File: src/rtl/vexriscv_dbus_ram_bridge.sv
`timescale 1ns/1ps
// ---------------------------------------------------------------------------------------------
// vexriscv_dbus_ram_bridge
//
// Responds to the VexRiscv simple data bus (dBus cmd/rsp) and drives port B of the on-chip
// dual-port RAM. Each accepted command becomes one cycle of RAM strobes. Read responses are
// timed to match the RAM read latency: 1 cycle (no output register) or 2 cycles (output
// register enabled through o_ram_regce).
//
// Optional feature (off by default):
//   DBUS_RAM_BRIDGE_ERROR_EN - flags misaligned and out-of-range accesses. Errored writes are
//   suppressed. Errored reads return rsp_error = 1 with zero data. A sticky flag records the
//   first error. When undefined, rsp_error is tied low and addresses wrap.
//
// Ports:
//   i_clk, i_rst_n        clock and asynchronous active-low reset
//   i_dbus_cmd_*          dBus command (valid, wr, byte address, lane-replicated data, size)
//   o_dbus_cmd_ready      command accepted when valid && ready
//   o_dbus_rsp_*          one-cycle read response strobe, error flag and data
//   o_ram_en/we/addr/din  RAM port strobes (word address, per-byte write enables)
//   o_ram_regce           RAM output register enable (RAM_LATENCY = 2 only)
//   i_ram_dout            RAM read data
// ---------------------------------------------------------------------------------------------
module vexriscv_dbus_ram_bridge #(
  parameter int unsigned RAM_WIDTH   = 32,
  parameter int unsigned RAM_DEPTH   = 16384,
  parameter int unsigned RAM_LATENCY = 2,
  parameter logic [31:0] ADDR_BASE   = 32'h8000_0000,
  localparam int unsigned AW         = $clog2(RAM_DEPTH)
) (
  input  logic          i_clk,
  input  logic          i_rst_n,
  input  logic          i_dbus_cmd_valid,
  output logic          o_dbus_cmd_ready,
  input  logic          i_dbus_cmd_wr,
  input  logic [31:0]   i_dbus_cmd_address,
  input  logic [31:0]   i_dbus_cmd_data,
  input  logic [1:0]    i_dbus_cmd_size,
  output logic          o_dbus_rsp_ready,
  output logic          o_dbus_rsp_error,
  output logic [31:0]   o_dbus_rsp_data,
  output logic          o_ram_en,
  output logic [3:0]    o_ram_we,
  output logic [AW-1:0] o_ram_addr,
  output logic [31:0]   o_ram_din,
  output logic          o_ram_regce,
  input  logic [31:0]   i_ram_dout
);

  if (RAM_LATENCY != 1 && RAM_LATENCY != 2) begin : g_bad_latency
    $error("vexriscv_dbus_ram_bridge: RAM_LATENCY must be 1 or 2");
  end
  if (RAM_WIDTH != 32) begin : g_bad_width
    $error("vexriscv_dbus_ram_bridge: only RAM_WIDTH = 32 is supported");
  end

  localparam logic ST_IDLE    = 1'b0;
  localparam logic ST_RD_WAIT = 1'b1;

  // Wait cycles left after the read-accept cycle, minus one.
  localparam logic LAT_M1 = 1'(RAM_LATENCY - 1);

  logic       r_state;
  logic       w_state_nxt;
  logic       r_cnt;
  logic       w_cnt_nxt;
  logic       w_final;
  logic       w_accept;
  logic       w_err;
  logic       w_rsp_err;
  logic [3:0] w_we_lanes;

  // Last wait cycle: the response goes out and a new command may be taken alongside it.
  assign w_final = (r_state == ST_RD_WAIT) && (r_cnt == 1'b0);

  assign o_dbus_cmd_ready = i_rst_n && ((r_state == ST_IDLE) || w_final);
  assign w_accept         = i_dbus_cmd_valid && o_dbus_cmd_ready;

  always_comb begin
    w_we_lanes = 4'b1111;
    case (i_dbus_cmd_size)
      2'd0:    w_we_lanes = 4'b0001 << i_dbus_cmd_address[1:0];
      2'd1:    w_we_lanes = i_dbus_cmd_address[1] ? 4'b1100 : 4'b0011;
      default: w_we_lanes = 4'b1111;
    endcase
  end

  assign o_ram_en   = w_accept && !w_err;
  assign o_ram_we   = (w_accept && i_dbus_cmd_wr && !w_err) ? w_we_lanes : 4'b0000;
  assign o_ram_addr = AW'((i_dbus_cmd_address - ADDR_BASE) >> 2);
  assign o_ram_din  = i_dbus_cmd_data;

  if (RAM_LATENCY == 2) begin : g_regce
    // First wait cycle: RAM array output is moved into its output register.
    assign o_ram_regce = (r_state == ST_RD_WAIT) && r_cnt;
  end else begin : g_no_regce
    assign o_ram_regce = 1'b0;
  end

  assign o_dbus_rsp_ready = w_final;
  assign o_dbus_rsp_error = w_final && w_rsp_err;
  assign o_dbus_rsp_data  = (w_final && !w_rsp_err) ? i_ram_dout : 32'h0;

  always_comb begin
    w_state_nxt = r_state;
    w_cnt_nxt   = r_cnt;
    if (w_accept && !i_dbus_cmd_wr) begin
      w_state_nxt = ST_RD_WAIT;
      w_cnt_nxt   = LAT_M1;
    end else if (r_state == ST_RD_WAIT) begin
      if (r_cnt != 1'b0) begin
        w_cnt_nxt = r_cnt - 1'b1;
      end else begin
        w_state_nxt = ST_IDLE;
      end
    end
  end

  always_ff @(posedge i_clk or negedge i_rst_n) begin
    if (!i_rst_n) begin
      r_state <= ST_IDLE;
      r_cnt   <= 1'b0;
    end else begin
      r_state <= w_state_nxt;
      r_cnt   <= w_cnt_nxt;
    end
  end

`ifdef DBUS_RAM_BRIDGE_ERROR_EN
  localparam logic [32:0] ERR_LIMIT = 33'(RAM_DEPTH) << 2;

  logic [31:0] w_off;
  logic        w_misalign;
  logic        w_oob;
  logic        r_rd_err;
  logic        r_err_sticky;

  // Unsigned offset: addresses below the base wrap high and land out of range.
  assign w_off      = i_dbus_cmd_address - ADDR_BASE;
  assign w_oob      = {1'b0, w_off} >= ERR_LIMIT;
  assign w_misalign = ((i_dbus_cmd_size == 2'd1) && i_dbus_cmd_address[0]) ||
                      ((i_dbus_cmd_size == 2'd2) && (i_dbus_cmd_address[1:0] != 2'b00));
  assign w_err      = w_misalign || w_oob;
  assign w_rsp_err  = r_rd_err;

  always_ff @(posedge i_clk or negedge i_rst_n) begin
    if (!i_rst_n) begin
      r_rd_err     <= 1'b0;
      r_err_sticky <= 1'b0;
    end else begin
      if (w_accept && !i_dbus_cmd_wr) begin
        r_rd_err <= w_err;
      end
      // Debug-only status flag, watched from simulation or an ILA.
      if (w_accept && w_err) begin
        r_err_sticky <= 1'b1;
      end
    end
  end
`else
  assign w_err     = 1'b0;
  assign w_rsp_err = 1'b0;
`endif

endmodule

File: config.mk
export PLATFORM = sky130hd
export DESIGN_NAME = vexriscv_dbus_ram_bridge
export DESIGN_NICKNAME = d
export VERILOG_FILES = /design/src/rtl/vexriscv_dbus_ram_bridge.sv
export SDC_FILE = /design/constraint.sdc
export NUM_CORES = 1
export LEC_CHECK = 0
export CAP_MARGIN = 10
export CORE_AREA = 2 2 74 76
export DETAILED_ROUTE_END_ITERATION = 7
export DIE_AREA = 0 0 76 78
export PLACE_DENSITY = 0.71
export RECOVER_POWER = 25
export SETUP_SLACK_MARGIN = 0.02
export SYNTH_ARGS = -nofsm -noshare
export SYNTH_HDL_FRONTEND = slang
export SYNTH_SLANG_ARGS = --single-unit
export TNS_END_PERCENT = 30
File: constraint.sdc
create_clock -name i_clk -period 1.3 [get_ports i_clk]
set_clock_uncertainty 0.15 [all_clocks]
set_input_delay 0.195 -clock i_clk [delete_from_list [all_inputs] [get_ports i_clk]]
set_output_delay 0.195 -clock i_clk [all_outputs]
set_load 0.1 [all_outputs]
---- Word level (Yosys, flattened, before mapping) ----
Cells that the tools add are included.
word-level totals
  register bits after elaboration ......... 2
  latch bits .............................. 0
  memory bits (writable) .................. 0
  memory bits (read-only) ................. 0
  word-level logic and storage cells ...... 28
  memories kept ........................... 0
cells by class
  $add $sub $neg .......................... 2
  multipliers ............................. 0
  divide/modulo/power cells ............... 0
  $lt $le $gt $ge ......................... 0
  equal/unequal tests ..................... 1
  shift operators ......................... 1
  muxes and demuxes ....................... 10
  bitwise gates (word level) .............. 2
  reduce and logical (&&, ||, !) cells .... 10
operator list
  operator                                                               number
  32-bit 2-to-1 mux                                                      1
  16-bit by 1-bit subtractor with 16-bit output, second input constant   1
  4-bit 2-to-1 mux                                                       2
  4-bit case mux with 2 select lines                                     1
  1-bit logical AND                                                      6
  1-bit 2-to-1 mux                                                       6
  1-bit by 2-bit << shifter with 4-bit output, first input constant      1
  2-bit by 1-bit equality test with 1-bit output, second input constant  1
  2-bit zero test                                                        1
  1-bit NOT                                                              2
  2-bit nonzero test                                                     1
  1-bit zero test                                                        1
  1-bit logical OR                                                       1
  1-bit subtractor, second input constant                                1

---- Depth between registers and ports, before layout ----
  word-level depth ........................ 7
  gate-level depth with buffers ........... 3

---- Least setup slack after synthesis ----
Ideal clock, no wire load.
  kind .................................... reg2out
  start ................................... reg r_cnt
  end ..................................... out o_ram_en
  arrival time ............................ 2319 ps
  required time ........................... 955 ps
  path slack .............................. -1364 ps
  cell stages (with the launch flop) ...... 4
  cells stage by stage .................... dfrtp_1 nand2_1 inv_1 nor2_1
on the way
  longest elaborated chain between the ends .. 5
RTL lines
  element                 RTL line  source
  from (decl)             65        logic r_cnt;
  from (signal assigned)  125       r_cnt <= w_cnt_nxt;
  1-bit NOT               74        assign w_final = (r_state == ST_RD_WAIT) && (r_cnt == 1'b0);
  1-bit logical AND       74
  1-bit logical OR        76        assign o_dbus_cmd_ready = i_rst_n && ((r_state == ST_IDLE) || w_final);
  1-bit logical AND       76
  1-bit logical AND       77        assign w_accept = i_dbus_cmd_valid && o_dbus_cmd_ready;
  to (decl)               42        output logic o_ram_en,
No other way between the ends.

---- Worst setup path after layout ----
  start ................................... in i_dbus_cmd_size[0]
  end ..................................... out o_ram_we[0]
on the way
  longest elaborated chain between the ends .. 3
  elaborated cells between the ends (all ways) .. 4
RTL lines
  element                                                                                   RTL line  source
  from (decl)                                                                               38        input logic [1:0] i_dbus_cmd_size,
  2-bit by 1-bit equality test with 1-bit output / 2-bit zero test (equally long branches)  81        case (i_dbus_cmd_size)
  4-bit case mux with 2 select lines *                                                      81
  4-bit 2-to-1 mux *                                                                        89        assign o_ram_we = (w_accept && i_dbus_cmd_wr && !w_err) ? w_we_lanes : 4'b0000;
  to (decl)                                                                                 43        output logic [3:0] o_ram_we,
Mark *: on every way between the ends. The rest lies on a longest branch, timed or not.

==> results.py <==
metrics = {
    "place": {
        "numPortBuffers": 79,
        "dpl.hpwl_um": 2050,
        "place.gp.congestion": 0.630,
        "preCtsSetupSlack_ns": -0.367,
    },
    "synthesis": {
        "yosysUniqueCellTypes": 14,
        "synth_compound_area_frac": 0.0566,
        "ys_ff_latch": 2,
        "yosysMostFrequentCell": "buf_4",
        "avgSynthCellArea_um2": 7.09,
        "synth_area_leaders": "buf_4 (47%), and2_1 (27%), dfrtp_1 (6.7%)",
        "synth_xor_area_frac": 0,
        "ys_warn_count": 0,
        "yosysSeqAreaShare": 0.0666,
        "synthSimpleGateAreaFrac": 0.343,
        "ys_top_cells_by_count": "buf_4 (47), and2_1 (33), a21oi_1 (4)",
        "synth_edf_count": 0,
        "synth.largest_area_cell": "buf_4",
        "yosys.area_share.adder": 0,
        "synth_async_sr_flop_share": 1.00,
        "synth_top_family_by_area": "buffers and inverters",
        "synthMuxAreaShare": 0,
        "syn_nets": 208,
        "yosysTopAreaCellShare": 0.469,
        "synthesis.area_um2": 752,
        "ys.flop_type": "dfrtp_1",
        "syn_inst": 106,
    },
    "global_route": {
        "grt_first_pass_wirelength_um": 3730,
        "globalRouteTotalUtil": 0.0773,
        "antenna_found_initial": 0,
        "grt-ovfl-total": 0,
        "grt_max_degree": 28,
        "first_global_vias": 777,
    },
    "cells_and_area": {
        "drive_above_1_share": 0.649,
        "n_antenna_cell": 0,
        "syn2layout_area_growth_pct": 155,
        "design.final.nets": 252,
    },
    "timing": {
        "whs_ns": 0.145,
        "setup_slack_ns": -0.357,
        "slew_viol_final": 0,
        "fin_crit_sh": 1.27,
        "fin_setup_tns_ns": -12.64,
        "hold_violations": 0,
        "max_freq_ghz": 0.604,
        "fin_crit_ns": 1.66,
        "rsz0062_at_grt": "true",
        "setup_viol": 40,
    },
    "clock_network": {
        "cts-buffers-inserted": 3,
        "cts_hold_buffers": 0,
        "cts_buffer_depth": 2,
        "cts_tree": "built",
        "numClockSinks": 2,
        "clock_latency_ns": 0.21,
        "ctsRootBufferMaster": "clkbuf_8",
        "clk_pin_slew_ns": 0.03,
        "htree_levels": 1,
    },
    "worst_setup_path": {
        "crit_path_max_incr_delay_ns": 0.43,
        "required_ns": 0.95,
        "end_kind": "output pin",
        "rr_startpoint": "r_cnt",
        "critical_path_class": "input pin to output pin",
        "crit_path_max_fanout": 3,
        "crit_path_top_delay_cell": "clkdlybuf4s50_1",
        "crit_path_start_kind": "input pin",
        "critPathTopFamily": "buffers and inverters",
        "crit_arrival_ns": 1.31,
        "critPathBufInv": 2,
        "crit_chain": "clkdlybuf4s50_1, nand2b_1, a21oi_1, nor2_4, buf_12",
        "startpoint": "i_dbus_cmd_size[0]",
    },
    "floorplanning": {
        "fp.coreArea_um2": 5040,
        "start_util": 0.149,
        "die_w_um": 76,
        "die_area_um2": 5930,
        "pin_count": 189,
        "die_y_um": 78,
        "rows": 26,
    },
    "power_and_ir_drop": {
        "leakagePower_nw": 0.793,
        "switching_share": 0.520,
        "p_per_area_nw_per_um2": 1010,
        "ir_drop_mv": 0.392,
        "power_frac_clock": 0.124,
        "pwr-share-seq": 0.050,
        "p_int_w": 0.000929,
        "netSwitchingPower_w": 0.00101,
        "pwr-share-comb": 0.826,
    },
    "detailed_routing": {
        "viasPerCell": 3.50,
        "drc": 0,
        "first_iter_violations": 14,
        "antenna_left": 0,
        "drtPass1Iterations": 4,
        "wl_um": 2390,
        "vias": 762,
        "wire_per_inst_um": 11.0,
    },
    "run": {
        "cap_violations": 0,
    },
    "min_path": {
        "hp-class": "input pin to asynchronous set/reset pin",
    },
    "run_status": {
        "violations": "negative setup slack",
        "status": "complete, but fails checks",
    },
}
## cell families after synthesis
group | Yosys count
buffers and inverters | 53
AND/OR/NAND/NOR | 42
other | 1
AO/OA/AOI/OAI | 8
flip-flops | 2
## flip-flops by register name, indices dropped and copies added (netlist names)
signal   cells
r_state      1
r_cnt        1
## cell type report
| cell class | instances | area (um^2) |
|---|---|---|
| Tap cell | 70 | 87.6 |
| Timing Repair Buffer | 89 | 1280 |
| Sequential cell | 2 | 50.0 |
| Fill cell | 493 | 3130 |
| Inverter | 3 | 13.8 |
| Clock buffer | 3 | 41.3 |
| Multi-Input combinational cell | 51 | 438 |
## path summary, 6_finish.rpt
| path | endpoint | slack (ns) | depth (start not counted) |
|---|---|---|---|
| max reg2reg | r_cnt | 0.14 | 3 |
| max | o_ram_we[0] | -0.36 | 5 |
| min | r_state | 0.15 | 2 |
| min in group i_clk | o_ram_addr[3] | 0.24 | 0 |
| min reg2reg | r_cnt | 0.45 | 2 |
| max in group asynchronous | r_cnt | 0.76 | 2 |
## per-layer routing
metal,GRT usage,wire length (um),vias up
met4,0.0327,19,0
li1,-,-,358
met3,0.0326,254,4
met2,0.139,1230,64
met1,0.0786,882,336
met5,0,0,-
## repair_timing
| action | 4_1_cts | 5_1_grt |
|---|---|---|
| pin swaps | 1 | 14 |
| endpoints found under the setup margin | 41 | 41 |
| resized for setup | 12 | 20 |
| setup buffers | 0 | 1 |
## cell usage in the layout, fill, tap and decap left out, types with 2 or more instances in the layout
cell             count
buf_12              41
clkdlybuf4s50_1     38
and2_4              30
buf_4                7
and2_2               3
nor2_4               3
o21ai_0              3
clkbuf_8             3
nand2_2              2
nand2b_1             2
a21oi_1              2
inv_1                2
a21oi_4              2
buf_6                2
dfrtp_1              2
## metrics by stage
stage          std cells   util  total power (W)  area, um^2
5_1_grt              218  0.380          0.00200        1920
2_1_floorplan        106      -          0.00167         825
4_1_cts              217  0.368          0.00189        1850
6_report             218  0.380          0.00194        1920
3_5_place_dp         214  0.355          0.00161        1790
3_3_place_gp         214  0.355          0.00160        1790
## power groups by stage
stage	Combinational, W	Sequential (W)	Clock [W]
floorplan	0.00158	0.0000935	0
global route	0.00164	0.0000984	0.000257
global placement	0.00151	0.0000925	0
CTS	0.00154	0.0000936	0.000250
detailed placement	0.00152	0.0000942	0
finish	0.00160	0.0000967	0.000241
(Power assumes the default switching activity.)
